File: src/rtl/rr_arb_mux_pkg.sv
// Shared round-robin helpers: grant-index width and a rotating priority search.
// Used by rr_arbiter; optional packet locking in rr_arb_mux is RR_ARB_MUX_LAST_EN.
package rr_arb_mux_pkg;

  localparam int unsigned MaxCh   = 16;
  localparam int unsigned MaxIdxW = 4;

  typedef struct packed {
    logic               found;
    logic [MaxIdxW-1:0] idx;
  } rr_pick_t;

  function automatic int unsigned idx_width(input int unsigned nch);
    return (nch > 1) ? $clog2(nch) : 1;
  endfunction

  // First set bit of valid at or after ptr, wrapping modulo nch.
  function automatic rr_pick_t rr_pick(input logic [MaxCh-1:0]   valid,
                                       input logic [MaxIdxW-1:0] ptr,
                                       input int unsigned        nch);
    rr_pick_t    res;
    int unsigned ch;
    res = '0;
    for (int unsigned k = 0; k < MaxCh; k++) begin
      ch = (32'(ptr) + k) % nch;
      if (k < nch && !res.found && valid[ch[MaxIdxW-1:0]]) begin
        res.found = 1'b1;
        res.idx   = ch[MaxIdxW-1:0];
      end
    end
    return res;
  endfunction

endpackage

File: src/rtl/rr_arb_mux_arbiter.sv
// Combinational round-robin arbiter: searches req from ptr upward with wrap-around.
// Independent of RR_ARB_MUX_LAST_EN; locking is applied by masking req upstream.
module rr_arbiter
  import rr_arb_mux_pkg::*;
#(
  parameter int unsigned NCH  = 4,
  parameter int unsigned IDXW = idx_width(NCH)
) (
  input  logic [NCH-1:0]  req_i,
  input  logic [IDXW-1:0] ptr_i,
  output logic [NCH-1:0]  gnt_onehot_o,
  output logic [IDXW-1:0] gnt_idx_o,
  output logic            gnt_any_o
);

  logic [MaxCh-1:0] req_ext;
  rr_pick_t         pick;
  logic             unused_pick;

  always_comb begin
    req_ext             = '0;
    req_ext[NCH-1:0]    = req_i;
    pick                = rr_pick(req_ext, MaxIdxW'(ptr_i), NCH);
    gnt_any_o           = pick.found;
    gnt_idx_o           = pick.idx[IDXW-1:0];
    gnt_onehot_o        = '0;
    if (pick.found) begin
      gnt_onehot_o[gnt_idx_o] = 1'b1;
    end
    unused_pick = ^pick.idx;
  end

endmodule

File: src/rtl/rr_arb_mux.sv
// NCH-way round-robin arbitrating mux with one registered output beat and valid/ready.
// Define RR_ARB_MUX_LAST_EN to add in_last/out_last and hold the grant for a whole packet.
module rr_arb_mux
  import rr_arb_mux_pkg::*;
#(
  parameter int unsigned WIDTH = 32,
  parameter int unsigned NCH   = 4,
  parameter int unsigned IDXW  = idx_width(NCH)
) (
  input  logic                 clk_i,
  input  logic                 rstn_i,
  input  logic [NCH-1:0]       in_valid_i,
  input  logic [NCH*WIDTH-1:0] in_data_i,
  output logic [NCH-1:0]       in_ready_o,
`ifdef RR_ARB_MUX_LAST_EN
  input  logic [NCH-1:0]       in_last_i,
  output logic                 out_last_o,
`endif
  output logic                 out_valid_o,
  output logic [WIDTH-1:0]     out_data_o,
  output logic [IDXW-1:0]      out_idx_o,
  input  logic                 out_ready_i
);

  logic             out_valid_q, out_valid_d;
  logic [WIDTH-1:0] out_data_q, out_data_d;
  logic [IDXW-1:0]  out_idx_q, out_idx_d;
  logic [IDXW-1:0]  ptr_q, ptr_d;

  logic             load;
  logic [NCH-1:0]   req;
  logic [NCH-1:0]   gnt_onehot;
  logic [IDXW-1:0]  gnt_idx;
  logic [IDXW-1:0]  ptr_inc;
  logic             gnt_any;

  assign load = ~out_valid_q | out_ready_i;

`ifdef RR_ARB_MUX_LAST_EN
  logic lock_q, lock_d;
  logic out_last_q, out_last_d;

  // out_idx_q always names the last channel that transferred, i.e. the lock owner.
  always_comb begin
    req = in_valid_i;
    if (lock_q) begin
      req            = '0;
      req[out_idx_q] = in_valid_i[out_idx_q];
    end
  end
`else
  assign req = in_valid_i;
`endif

  rr_arbiter #(
    .NCH (NCH),
    .IDXW(IDXW)
  ) u_arbiter (
    .req_i       (req),
    .ptr_i       (ptr_q),
    .gnt_onehot_o(gnt_onehot),
    .gnt_idx_o   (gnt_idx),
    .gnt_any_o   (gnt_any)
  );

  assign in_ready_o = gnt_onehot & {NCH{load & rstn_i}};
  assign ptr_inc    = (gnt_idx == IDXW'(NCH - 1)) ? '0 : gnt_idx + IDXW'(1);

  always_comb begin
    out_valid_d = out_valid_q;
    out_data_d  = out_data_q;
    out_idx_d   = out_idx_q;
    ptr_d       = ptr_q;
`ifdef RR_ARB_MUX_LAST_EN
    lock_d      = lock_q;
    out_last_d  = out_last_q;
`endif
    if (load) begin
      out_valid_d = gnt_any;
      if (gnt_any) begin
        out_data_d = in_data_i[gnt_idx*WIDTH +: WIDTH];
        out_idx_d  = gnt_idx;
`ifdef RR_ARB_MUX_LAST_EN
        out_last_d = in_last_i[gnt_idx];
        lock_d     = ~in_last_i[gnt_idx];
        if (in_last_i[gnt_idx]) begin
          ptr_d = ptr_inc;
        end
`else
        ptr_d      = ptr_inc;
`endif
      end
    end
  end

  always_ff @(posedge clk_i) begin
    if (!rstn_i) begin
      out_valid_q <= 1'b0;
      out_data_q  <= '0;
      out_idx_q   <= '0;
      ptr_q       <= '0;
`ifdef RR_ARB_MUX_LAST_EN
      lock_q      <= 1'b0;
      out_last_q  <= 1'b0;
`endif
    end else begin
      out_valid_q <= out_valid_d;
      out_data_q  <= out_data_d;
      out_idx_q   <= out_idx_d;
      ptr_q       <= ptr_d;
`ifdef RR_ARB_MUX_LAST_EN
      lock_q      <= lock_d;
      out_last_q  <= out_last_d;
`endif
    end
  end

  assign out_valid_o = out_valid_q;
  assign out_data_o  = out_data_q;
  assign out_idx_o   = out_idx_q;
`ifdef RR_ARB_MUX_LAST_EN
  assign out_last_o  = out_last_q;
`endif

endmodule

File: config.mk
export PLATFORM = sky130hd
export DESIGN_NAME = rr_arb_mux
export DESIGN_NICKNAME = d
export VERILOG_FILES = /design/src/rtl/rr_arb_mux_pkg.sv /design/src/rtl/rr_arb_mux_arbiter.sv /design/src/rtl/rr_arb_mux.sv
export SDC_FILE = /design/constraint.sdc
export NUM_CORES = 1
export LEC_CHECK = 0
export CORE_UTILIZATION = 36
export CTS_CLUSTER_DIAMETER = 50
export DETAILED_ROUTE_END_ITERATION = 7
export GPL_ROUTABILITY_DRIVEN = 0
export HOLD_SLACK_MARGIN = 0.03
export PLACE_DENSITY_LB_ADDON = 0.05
export SETUP_SLACK_MARGIN = 0.1
export SLEW_MARGIN = 20
export SYNTH_ARGS = -nofsm -noshare
export SYNTH_HDL_FRONTEND = slang
export SYNTH_SLANG_ARGS = --single-unit
File: constraint.sdc
create_clock -name clk_i -period 3.6 [get_ports clk_i]
set_input_delay 0.72 -clock clk_i [delete_from_list [all_inputs] [get_ports clk_i]]
set_output_delay 0.72 -clock clk_i [all_outputs]
set_load 0.02 [all_outputs]
==> summary.md <==
| Metric | Value |
|---|---|
| Req. time, crit path | `2.88 ns` |
| Fin area | `0.004136 sq mm` |
| Drt initial violations | `137` |
| Main area contributors after synthesis | `dfxtp_1, mux2_4, a221o_1` |
| Post-Syn Area | `0.002208 sq mm` |
| Count leader, synth | `dfxtp_1` |
| Switch share | `29.54%` |
| Synth top area share | `33.54%` |
| Met3 Usage GRT | `6.591%` |
| Global-route wire length before repair | `11760 um` |
| Relative slew margins | `59.26%` |
| NetSw | `0.5067 mW` |
| Vias in the first global route | `2453` |
| PwrDens | `414.6 mW/mm^2` |
| Share of layout cells above drive strength 1 | `16.08%` |
| Number of I/O pins | `174` |
| FF+latch area | `740.7 sq um` |
| Sink Count | `37` |
| Grt met1 use | `28.09%` |
| RSZ-0062 raised after global routing | `false` |
| Grt met2 use | `42.31%` |
| Worst-Margin Slew | `0.6112 ns` |
| Chip height | `80.32 um` |
| Critical Path, Cell by Cell | `clkdlybuf4s50_1 -> buf_4 -> nor4_2 -> buf_4 -> nand3b_1 -> nor2_2 -> clkdlybuf4s50_1` |
| Global route hottest layer | `met2` |
| Htree depth | `2` |
| Antenna violations before repair | `0` |
| Min cycle time layout | `3.359 ns` |
| Nets | `502` |
| Clock insertion delay at the later pin of the skew report | `0.29 ns` |
| Power share of the clock group | `25.2%` |
| Worst Setup Start Kind | `primary input` |
| Comb power frac | `44.0%` |
| Fin crit share | `93.31%` |
| Syn Inst Count | `192` |
| Die width | `80.32 um` |
| Placed insts | `434` |
| Syn. warnings | `0` |
| DR DRC count | `0` |
| Post-Syn Area per Cell | `11.50 sq um` |
| Hold-fix buffers at CTS | `0` |
| DRT Pass-1 Iters | `4` |
| PortBufs | `173` |
| Sequential share of power | `30.8%` |
| # diodes | `0` |
| Multi-input logic area | `0.001331 sq mm` |
| Post-CTS Setup Bufs | `0` |
| Design internal power | `1.208 mW` |
| Clock buffer depth | `2` |
| GRT overflow | `0` |
| Post-synth cell types | `31` |
| Sequential share of the synthesized area | `33.54%` |
| Post-DP HPWL | `5607 um` |
| Vias/cell | `5.396` |
| Top post-synthesis cells by count | `dfxtp_1, a221o_1, a22o_1` |
| Worst endpoint data arrival time | `2.64 ns` |
| Crit-path max cell delay | `0.57 ns` |
| Max_cap viols | `0` |
| Core ar. | `0.005921 sq mm` |
| Clock skew | `0.005176 ns` |
| Ys flop type | `dfxtp_1` |
| Tot GR Track Use | `23.92%` |
| Slew Limit Fails | `0` |
| Crit Path Category | `primary input to primary output` |
| Drt wl/cell | `17.53 um` |
| Final setup viols | `0` |
| Status | `complete, no violations` |
| CP max-delay cell | `clkdlybuf4s50_1` |
| Worst setup EP type | `primary output` |
| Antenna-violating nets left | `0` |
| Num CTS Buffers | `5` |
| Syn_nets | `328` |
| TritonCTS clock tree | `yes` |
| Worst hold path class | `flop to flop` |
| CP max FO | `5` |
| Fmax achieved | `0.2977 GHz` |
| Register bit total from synthesis | `37` |
| VDD IR max | `0.0002276 V` |
| Final Non-Filler Cells | `442` |
| Pin count of the biggest net entering global routing | `34` |
| Yosys top cell by area | `dfxtp_1` |
| Register clock-pin slew on the reported worst setup and hold paths | `0.07 ns` |
| Fillers | `485` |
| Num rows | `28` |
| Post-synth EDFFs | `0` |
| Initial Util | `37.30%` |
| Setup TNS | `0 ns` |
| Via count | `2385` |
| Final Hold Vio Count | `0` |
| CTS Root Buffer Type | `clkbuf_8` |
| P_leak | `1.727 nW` |
| Asr flop ratio synth | `0%` |
| Post-place instance area | `0.003999 sq mm` |
| P&R area growth vs syn | `87.31%` |
| Full die area | `0.006451 sq mm` |
| Final wirelength | `7749 um` |
-- per-stage QoR --
step / setup slack [ns] / utilization [%] / power [mW] / hold slack (ns)
2_1_floorplan: 0.8924 / - / 0.9485 / 0.5179
3_3_place_gp: 0.1227 / 67.54 / 1.286 / 0.4921
3_5_place_dp: 0.08655 / 67.54 / 1.291 / 0.4846
4_1_cts: 0.1025 / 69.78 / 1.729 / 0.4992
5_1_grt: 0.1231 / 69.86 / 1.798 / 0.5487
6_report: 0.2410 / 69.86 / 1.715 / 0.4873
-- path summary, 6_finish.rpt --
path	start	to	slack (ns)	cells past startpoint
worst max-delay path	in_valid_i[2]	in_ready_o[1]	0.24	7
worst min-delay path	out_idx_o[0]	out_idx_o[0]	0.49	2
worst max register to register	ptr_q[0]	out_data_o[5]	1.43	6
worst min register to register	out_idx_o[0]	out_idx_o[0]	0.49	2
-- cells by family after synthesis --
family          count (synthesis)  share of synthesized area [%]
mux                            33                          21.53
buf+inv                        21                          6.742
flops                          37                          33.54
simple gates                   21                          6.062
compound gates                 79                          31.56
fa+ha+maj                       1                         0.5665
-- final cells by class --
class	count	area share (%)
timing repair buffer	185	44.13
tap	75	2.269
clock inverter	3	1.573
clock buffer	5	1.664
multi-input combinational	134	32.18
sequential	37	17.91
inverter	3	0.2722
-- power by group through the flow --
stage               combinational (mW)  sequential, mW  clock (mW)
floorplan                        0.329           0.620           0
global placement                 0.751           0.535           0
detailed placement               0.755           0.536           0
CTS                              0.760           0.528       0.441
global route                     0.800           0.538       0.459
finish                           0.755           0.528       0.432
-- cells in the final DEF, fill, tap and decap left out --
cell	count
a211o_2	1
nor3_1	1
a21boi_0	3
clkinv_2	1
nand3b_1	1
clkdlybuf4s50_1	170
nor2b_4	1
nand2b_1	3
bufinv_16	2
dlymetal6s2s_1	2
a21o_1	1
a21oi_1	5
a221o_1	32
o211ai_1	1
a22o_1	32
nor2_1	3
buf_4	12
nor4_2	1
and2_1	1
o21ai_0	3
dlygate4sd2_1	1
o32a_1	1
nor2b_1	3
nor3_4	1
inv_1	2
nor2_2	1
dfxtp_1	37
nand2_1	2
and3_1	2
inv_2	1
ha_1	1
mux2_4	28
mux2i_1	1
clkbuf_8	5
mux2_2	4
nor2b_2	1
-- routing by layer --
layer | vias to the layer above | routed length, um
met5 | - | 0
met4 | 0 | 95
met3 | 9 | 715
met2 | 127 | 3684
met1 | 1120 | 3254
li1 | 1129 | -
-- critical path: cells and delay by family --
kind	cells	cell delay, ns
buf+inv	4	1.36
simple gates	3	0.56
-- state kept, by name (all words and copies together) (netlist names) --
signal / cells
out_data_o: 32
out_idx_o: 2
ptr_q: 2
out_valid_o: 1
-- what timing repair did --
item / 4_1_cts / 5_1_grt
endpoints found under the hold margin: 0 / 0
endpoints found under the setup margin: 1 / 2
resized for setup: 1 / 2
pin swaps: 0 / 0
No activity file was read; power rests on OpenSTA's default activity.
